**src/rtl/decode_stage_param_if.sv**
```systemverilog
// rtl/decode_stage_param_if.sv - decode-to-EX bundle: decode inputs, writeback port and ID/EX outputs
interface decode_stage_param_if #(
   parameter int XLEN   = 32,
   parameter int NREGS  = 32,
   parameter int CTRL_W = 9
);
   localparam int AW = $clog2(NREGS);

   logic [31:0]       InstrD;
   logic [XLEN-1:0]   PC_DE;
   logic              VALID_D;
   logic [CTRL_W-1:0] CTRL_D;
   logic              STALL;
   logic              FLUSH;
   logic              WB_WE;
   logic [AW-1:0]     WB_A;
   logic [XLEN-1:0]   WB_D;
   logic              READY_D;
   logic              VALID_EX;
   logic [CTRL_W-1:0] CTRL_EX;
   logic [XLEN-1:0]   D1;
   logic [XLEN-1:0]   D2;
   logic [24:0]       Imm;
   logic [XLEN-1:0]   PC_EX;
   logic [4:0]        RS1_EX;
   logic [4:0]        RS2_EX;
   logic [4:0]        RD_EX;

   modport master (
      output InstrD, PC_DE, VALID_D, CTRL_D, STALL, FLUSH, WB_WE, WB_A, WB_D,
      input  READY_D, VALID_EX, CTRL_EX, D1, D2, Imm, PC_EX, RS1_EX, RS2_EX, RD_EX
   );

   modport slave (
      input  InstrD, PC_DE, VALID_D, CTRL_D, STALL, FLUSH, WB_WE, WB_A, WB_D,
      output READY_D, VALID_EX, CTRL_EX, D1, D2, Imm, PC_EX, RS1_EX, RS2_EX, RD_EX
   );
endinterface

```
**src/rtl/decode_stage_param.sv**
```systemverilog
// rtl/decode_stage_param.sv - decode stage: register file with WB bypass and ID/EX pipeline register
module decode_stage_param #(
   parameter int XLEN   = 32,
   parameter int NREGS  = 32,
   parameter int CTRL_W = 9
) (
   input logic                 clk,
   input logic                 rst,
   decode_stage_param_if.slave bus
);
   localparam int AW = $clog2(NREGS);

   logic [XLEN-1:0]   rf [NREGS];
   logic [4:0]        rs1, rs2, rd, wb_idx;
   logic [XLEN-1:0]   rd1, rd2;
   logic              v_ex;
   logic [CTRL_W-1:0] ctrl_ex;
   logic [XLEN-1:0]   d1_ex, d2_ex, pc_ex;
   logic [24:0]       imm_ex;
   logic [4:0]        rs1_ex, rs2_ex, rd_ex;
   logic              refresh1, refresh2;
   logic              unused_opcode;

   function automatic logic src_ok(input logic [4:0] idx);
      return (idx != 5'd0) && (int'(idx) < NREGS);
   endfunction

   function automatic logic wb_hit(input logic [4:0] idx, input logic we, input logic [4:0] wa);
      return we && src_ok(idx) && (wa == idx);
   endfunction

   assign rs1           = bus.InstrD[19:15];
   assign rs2           = bus.InstrD[24:20];
   assign rd            = bus.InstrD[11:7];
   assign wb_idx        = 5'(bus.WB_A);
   assign unused_opcode = ^bus.InstrD[6:0];

   // Out-of-range and x0 sources read 0 before any bypass is considered.
   always_comb begin
      rd1 = '0;
      rd2 = '0;
      if (src_ok(rs1))
         rd1 = wb_hit(rs1, bus.WB_WE, wb_idx) ? bus.WB_D : rf[rs1[AW-1:0]];
      if (src_ok(rs2))
         rd2 = wb_hit(rs2, bus.WB_WE, wb_idx) ? bus.WB_D : rf[rs2[AW-1:0]];
   end

   always_ff @(posedge clk) begin
      if (!rst) begin
         for (int i = 0; i < NREGS; i++)
            rf[i] <= '0;
      end else if (bus.WB_WE && (bus.WB_A != '0)) begin
         rf[bus.WB_A] <= bus.WB_D;
      end
   end

   // A stalled EX instruction must not keep a stale operand that WB produces meanwhile.
   assign refresh1 = v_ex && wb_hit(rs1_ex, bus.WB_WE, wb_idx);
   assign refresh2 = v_ex && wb_hit(rs2_ex, bus.WB_WE, wb_idx);

   always_ff @(posedge clk) begin
      if (!rst || bus.FLUSH) begin
         v_ex    <= 1'b0;
         ctrl_ex <= '0;
         d1_ex   <= '0;
         d2_ex   <= '0;
         imm_ex  <= '0;
         pc_ex   <= '0;
         rs1_ex  <= '0;
         rs2_ex  <= '0;
         rd_ex   <= '0;
      end else if (bus.STALL) begin
         if (refresh1)
            d1_ex <= bus.WB_D;
         if (refresh2)
            d2_ex <= bus.WB_D;
      end else begin
         v_ex    <= bus.VALID_D;
         ctrl_ex <= bus.VALID_D ? bus.CTRL_D : '0;
         d1_ex   <= rd1;
         d2_ex   <= rd2;
         imm_ex  <= bus.InstrD[31:7];
         pc_ex   <= bus.PC_DE;
         rs1_ex  <= rs1;
         rs2_ex  <= rs2;
         rd_ex   <= rd;
      end
   end

   assign bus.READY_D  = !bus.STALL;
   assign bus.VALID_EX = v_ex;
   assign bus.CTRL_EX  = ctrl_ex;
   assign bus.D1       = d1_ex;
   assign bus.D2       = d2_ex;
   assign bus.Imm      = imm_ex;
   assign bus.PC_EX    = pc_ex;
   assign bus.RS1_EX   = rs1_ex;
   assign bus.RS2_EX   = rs2_ex;
   assign bus.RD_EX    = rd_ex;
endmodule

```
**src/flat_wrapper.sv**
```systemverilog
// flat-port wrapper written by rule: the top's interface ports become plain ports
module decode_stage_param_flat 
#(
   parameter int XLEN   = 32,
   parameter int NREGS  = 32,
   parameter int CTRL_W = 9
)
  (clk, rst, bus_InstrD, bus_PC_DE, bus_VALID_D, bus_CTRL_D, bus_STALL, bus_FLUSH, bus_WB_WE, bus_WB_A, bus_WB_D, bus_READY_D, bus_VALID_EX, bus_CTRL_EX, bus_D1, bus_D2, bus_Imm, bus_PC_EX, bus_RS1_EX, bus_RS2_EX, bus_RD_EX);
  decode_stage_param_if #(.XLEN(XLEN), .NREGS(NREGS), .CTRL_W(CTRL_W)) bus_i ();
  input logic clk;
  input logic rst;
  input wire logic [$bits(bus_i.InstrD)-1:0] bus_InstrD;
  input wire logic [$bits(bus_i.PC_DE)-1:0] bus_PC_DE;
  input wire logic [$bits(bus_i.VALID_D)-1:0] bus_VALID_D;
  input wire logic [$bits(bus_i.CTRL_D)-1:0] bus_CTRL_D;
  input wire logic [$bits(bus_i.STALL)-1:0] bus_STALL;
  input wire logic [$bits(bus_i.FLUSH)-1:0] bus_FLUSH;
  input wire logic [$bits(bus_i.WB_WE)-1:0] bus_WB_WE;
  input wire logic [$bits(bus_i.WB_A)-1:0] bus_WB_A;
  input wire logic [$bits(bus_i.WB_D)-1:0] bus_WB_D;
  output wire logic [$bits(bus_i.READY_D)-1:0] bus_READY_D;
  output wire logic [$bits(bus_i.VALID_EX)-1:0] bus_VALID_EX;
  output wire logic [$bits(bus_i.CTRL_EX)-1:0] bus_CTRL_EX;
  output wire logic [$bits(bus_i.D1)-1:0] bus_D1;
  output wire logic [$bits(bus_i.D2)-1:0] bus_D2;
  output wire logic [$bits(bus_i.Imm)-1:0] bus_Imm;
  output wire logic [$bits(bus_i.PC_EX)-1:0] bus_PC_EX;
  output wire logic [$bits(bus_i.RS1_EX)-1:0] bus_RS1_EX;
  output wire logic [$bits(bus_i.RS2_EX)-1:0] bus_RS2_EX;
  output wire logic [$bits(bus_i.RD_EX)-1:0] bus_RD_EX;
  assign bus_i.InstrD = bus_InstrD;
  assign bus_i.PC_DE = bus_PC_DE;
  assign bus_i.VALID_D = bus_VALID_D;
  assign bus_i.CTRL_D = bus_CTRL_D;
  assign bus_i.STALL = bus_STALL;
  assign bus_i.FLUSH = bus_FLUSH;
  assign bus_i.WB_WE = bus_WB_WE;
  assign bus_i.WB_A = bus_WB_A;
  assign bus_i.WB_D = bus_WB_D;
  assign bus_READY_D = bus_i.READY_D;
  assign bus_VALID_EX = bus_i.VALID_EX;
  assign bus_CTRL_EX = bus_i.CTRL_EX;
  assign bus_D1 = bus_i.D1;
  assign bus_D2 = bus_i.D2;
  assign bus_Imm = bus_i.Imm;
  assign bus_PC_EX = bus_i.PC_EX;
  assign bus_RS1_EX = bus_i.RS1_EX;
  assign bus_RS2_EX = bus_i.RS2_EX;
  assign bus_RD_EX = bus_i.RD_EX;
  decode_stage_param #(.XLEN(XLEN), .NREGS(NREGS), .CTRL_W(CTRL_W)) u_core (.clk(clk), .rst(rst), .bus(bus_i));
endmodule
```
**config.mk**
```make
export PLATFORM = sky130hd
export DESIGN_NAME = decode_stage_param_flat
export DESIGN_NICKNAME = d
export VERILOG_FILES = /design/src/rtl/decode_stage_param_if.sv /design/src/rtl/decode_stage_param.sv /design/src/flat_wrapper.sv
export SDC_FILE = /design/constraint.sdc
export NUM_CORES = 2
export LEC_CHECK = 0
export CELL_PAD_IN_SITES_DETAIL_PLACEMENT = 1
export CELL_PAD_IN_SITES_GLOBAL_PLACEMENT = 2
export CORE_MARGIN = 1.5
export CORE_UTILIZATION = 25
export DETAILED_ROUTE_END_ITERATION = 8
export GPL_TIMING_DRIVEN = 0
export PLACE_DENSITY = 0.49
export SKIP_CTS_REPAIR_TIMING = 1
export SLEW_MARGIN = 20
export SYNTH_ARGS = -nofsm -noshare
export SYNTH_HDL_FRONTEND = slang
export SYNTH_SLANG_ARGS = --single-unit
export TNS_END_PERCENT = 50
```
**constraint.sdc**
```tcl
create_clock -name clk -period 5.91 [get_ports clk]
set_input_delay 1.4775 -clock clk [delete_from_list [all_inputs] [get_ports clk]]
set_output_delay 1.4775 -clock clk [all_outputs]
set_load 0.03 [all_outputs]
```
# After elaboration in Yosys (flattened, before gate mapping)
# Memories as Yosys holds them, arrays and structs flattened.
# Index checks and enable logic that the tools add are counted.
[word_totals]
wordCells = 52
ram_bits = 1024
n_memories = 1
out_inout_bits = 147
register_bits = 146
[classes]
muxes = 16
eq_ne = 6
n_reduce_logical = 20
[mem_list]
columns = ["name", "words", "width", "rd", "rd_ports_with_merged_regs", "write_ports", "line", "source"]
rows = [
  ["u_core.rf", 32, 32, 2, 0, 32, "decode_stage_param.sv:13", "logic [XLEN-1:0] rf [NREGS];"],
]
[ops]
columns = ["operator", "count"]
rows = [
  ["$mux W32", 9],
  ["$reduce_or A32 Y1", 1],
  ["$reduce_bool A5 Y1", 5],
  ["$eq A5 B5 Y1", 4],
  ["$logic_and A1 B1 Y1", 11],
  ["$mux W9", 1],
  ["$mux W1", 5],
  ["$mux W5", 1],
  ["$ne A2 B1 Y1 const B", 2],
  ["$logic_not A1 Y1", 2],
  ["$logic_or A1 B1 Y1", 1],
]

# Depth between registers and ports, before layout
[logic_depth]
word_depth = 7
depth_mapped = 11
depth_no_buf = 6

# Worst setup path before layout
# OpenSTA, ideal clock, no wires.
[synth_path]
path_type = "input -> register"
from = "input port bus_WB_A[2]"
to = "memory u_core.rf[12][0], enable pin"
setup_slack_ns = 0.818
arrival_time_ns = 4.626
required_time_ns = 5.444
cell_stages = 6
path_cell_list = "buf_2 > or3_1 > clkbuf_1 > nand3b_1 > clkbuf_1 > o21ai_0"
[synth_lines]
columns = ["item", "line", "source"]
rows = [
  ["from (decl)", "flat_wrapper.sv:19", "input wire logic [$bits(bus_i.WB_A)-1:0] bus_WB_A;"],
  ["to (decl)", "decode_stage_param.sv:13", ""],
]

# Final worst setup path
[layout_path]
from = "input port bus_InstrD[21]"
to = "register u_core.d2_ex[26], in the netlist u_core.bus.D2[26]"
[layout_between]
elab_chain_cells = 6
word_cells_on_any_way = 8
classes_between = "eq/ne: 1; mux: 3; reduce/logical: 3; memory: 1"
[layout_rtl]
columns = ["item", "line", "source"]
rows = [
  ["from (decl)", "flat_wrapper.sv:12", "input wire logic [$bits(bus_i.InstrD)-1:0] bus_InstrD;"],
  ["branches (longest 4 deep; another with $mem_v2 Z32 W32)", "-", ""],
  ["$mux W32 (*)", "decode_stage_param.sv:44", "if (src_ok(rs2))"],
  ["$mux W32 (*)", "decode_stage_param.sv:72", "end else if (bus.STALL) begin"],
  ["to (signal assigned)", "decode_stage_param.sv:76", "d2_ex <= bus.WB_D;"],
  ["to (signal assigned)", "decode_stage_param.sv:81", "d2_ex <= rd2;"],
  ["to (decl)", "decode_stage_param.sv:18", "logic [XLEN-1:0] d1_ex, d2_ex, pc_ex;"],
]
# Every way passes the cells marked *.
# A chain may end at the register's enable or synchronous reset.

==> impl_results.md <==
- H-tree levels: 4
- Remaining DRCs: 0
- Synthesized area: 0.06121 mm^2
- Grt total ovfl: 0
- Combinational Power Share: 17.1%
- Prevailing post-synth register cell: edfxtp_1
- FF+latch area: roughly 0.033 mm^2
- Vias in the first global route: approximately 48000
- Initial drt markers: approximately 8900
- Largest net degree at the start of global routing: 22
- Cells after DPL: around 8100
- Post-synth ARST share: 0%
- Final setup violation count: 5
- CP Data Arrival Time: 6880 ps
- # fillers: between 20000 and 30000
- Routed WL: between 400000 and 500000 um
- Synth warnings: 0
- Sinks on the clock net: 1155
- Synth-to-Final Area Change: 27.17%
- Commonest non-fill, non-tap cell in the layout: edfxtp_1
- RSZ-0062 raised after global routing: no
- Worst clock skew: between 30 and 40 ps
- Top post-synthesis cells by area: edfxtp_1 (50%), mux4_2 (14%), and2_1 (10%), mux2i_1 (5.6%), dfxtp_1 (4.3%)
- WL per Instance: between 50 and 60 um
- Critical path required time: 6650 ps
- I/O pin cnt: approximately 260
- Syn Area/Cell: 13.74 um^2
- I/O Buffers: between 200 and 250
- Post-DRT Antenna Nets: 0
- Cells after Synth: about 4500
- DR vias: around 50000
- Hold Crit Class: reg -> reg
- Design Area, Final: slightly below 0.08 mm^2
- Total power: about 23000 uW
- Ratio of cells with drive above 1 in the final layout: 22.91%
- Max cap viols: 0
- Initial antenna violation count: 90
- Seq cells post-synth: about 1200
- CTS tree: built
- Die height: roughly 500 um
- Leakage: around 0.028 uW
- F_max: between 150 and 200 MHz
- Crit path time final: ~6100 ps
- Seq pwr share: a little over two fifths
- Synth area leader: edfxtp_1
- Sequential share of the synthesized area: about 55%
- First-pass GRT wire length: 552900 um
- Net count, final: a little over 5000
- Placement Cell Area: 0.07302 mm^2
- CTS clock-pin slew for the worst setup and hold paths: around 60 ps
- Clk Latency, worst-skew pair: a little under 900 ps
- DP Wirelength: 323100 um
- Crit path kind: in -> reg
- Post-synth cell types: 81
- Slew Limit Headroom: approximately 5.5%
- Pins Over Slew Limit: 0
- Slew @ Worst Pin: 1412 ps
- FF-to-FF Start: u_core.bus.RS1_EX[1]$_SDFFE_PP0N_
- Internal Pwr Total: approximately 16000 uW
- Min-delay src: u_core.bus.D1[3]$_SDFFE_PP0P_
- Failing checks: setup timing
- Row cnt: 181
- EDFF count, synth: between 1000 and 1500
- Commonest cells after routing, fill and taps aside: edfxtp_1 (1024), and2_1 (1012), mux4_2 (380), mux2i_1 (345), clkdlybuf4s50_1 (245)
- Area of the multi-input gates: 0.02602 mm^2
- Worst ir drop on vdd: 0.2380 mV
- Setup crit start kind: input port
- Number of buffers created by CTS: about 150
- GP Congestion: ~1
- Pre-antenna DRT Iters: 5
- Die ar.: 0.2478 mm^2
- Top cell type's share of synthesized area: about half
- Clock Path Buffers: 3
- Power density over the cells: a little under 300 mW/mm^2
- Final period util: 103.9%
- Clock share of power: between 40% and 50%
- Vias per cell: 6.000
- Initial core utilization: 25.16%
- Critical Path End Type: flop
- Crit Path Max Fanout: 10
- Switching Power: 6845 uW
- Core Region: about 0.24 mm^2
- Root Buffer: clkbuf_16
- Die W: between 400 and 500 um
- Outcome: finished with violations
- All-Layer GR Usage: between 30% and 40%
- Switching share of power: between 30 and 40%
- Setup crit start: bus_InstrD[21]
- Layout Cells excl Fill: between 8000 and 9000
- Post-route setup slack: -231.8 ps
- Fin. Hold Viols: 0
[worst paths after layout]
check                                                 endpoint  slack, ps  cells past startpoint
worst max-delay path            u_core.bus.D2[26]$_SDFFE_PP0P_       -230                     10
worst min register to register   u_core.bus.D1[3]$_SDFFE_PP0P_        470                      2
worst max register to register  u_core.bus.D1[27]$_SDFFE_PP0P_       1960                      6
worst min-delay path             u_core.bus.D1[3]$_SDFFE_PP0P_        470                      2
[through the flow]
| step | utilization, % | setup TNS [ps] | setup slack [ps] | hold slack, ps |
|---|---|---|---|---|
| 2_1_floorplan | - | 0 | 817.8 | 589.0 |
| 6_report | 32.00 | -735.6 | -231.8 | 470.2 |
| 3_3_place_gp | 27.87 | -6700040 | -7893 | 459.8 |
| 3_5_place_dp | 30.02 | -18720 | -1784 | 457.8 |
| 4_1_cts | 31.94 | -1493 | -905.8 | 469.5 |
| 5_1_grt | 31.95 | 0 | 95.88 | 501.1 |
[final cells by class]
class / instances / share of cell area [%]
repair buffers: 437 / 9.028
clock inverters: 85 / 0.9565
inverters: 9 / 0.04983
flip-flops and latches: 1155 / 42.88
well taps: 3202 / 5.147
diodes: 53 / 0.1704
plain buffers: 463 / 3.310
clock buffers: 182 / 5.040
multi-input cells: 2859 / 33.42
[cells in the mapped netlist, types with 37 or more instances]
master / n
edfxtp_1: 1024
mux2i_1: 345
a211oi_1: 40
o22ai_1: 44
nor2_1: 182
a221oi_1: 56
o21ai_0: 134
clkbuf_1: 292
and2_1: 1012
buf_4: 47
mux4_2: 380
buf_6: 37
a22oi_1: 78
buf_2: 65
a21oi_1: 74
dfxtp_1: 131
nand2_1: 107
[kinds of logic after synthesis]
logic type	share of synthesized area [%]
XOR/XNOR	0.2576
AO/OA/AOI/OAI	6.460
buffers and inverters	3.951
AND/OR/NAND/NOR	13.63
flip-flops	54.52
multiplexers	21.17
other	0.006127
[registers in the layout, indices dropped and copies added, names as in the netlist]
signal,cells
u_core.bus.RD_EX,4
u_core.bus.VALID_EX,1
u_core.bus.PC_EX,32
u_core.bus.Imm,13
u_core.bus.D1,32
u_core.rf,1024
u_core.bus.D2,32
u_core.bus.RS2_EX,4
u_core.bus.RS1_EX,4
u_core.bus.CTRL_EX,9
[metal layers]
layer / up-vias / global-route usage (%) / wire length (um)
li1: 18301 / - / -
met1: 27225 / 43.38 / 168600
met2: 4067 / 52.22 / 189900
met3: 1067 / 10.06 / 48750
met4: 12 / 25.53 / 37720
met5: - / 0 / 79
[power groups by stage]
stage               Clock, uW  Combinational (uW)  Sequential (uW)
floorplan                   0                1470             9710
global placement            0                3320             9860
detailed placement          0                3720             9750
CTS                      9230                3730             9580
global route             9480                3810             9630
finish                   9200                3880             9590
[critical path, cell delays in order]
cell,delay (ps)
clkdlybuf4s50_1,810
buf_2,450
buf_2,780
buf_2,710
buf_2,960
clkbuf_2,640
buf_16,230
o21ai_0,130
a31oi_1,390
a211oi_1,130
Note: power is estimated with default switching activity, not from simulation.
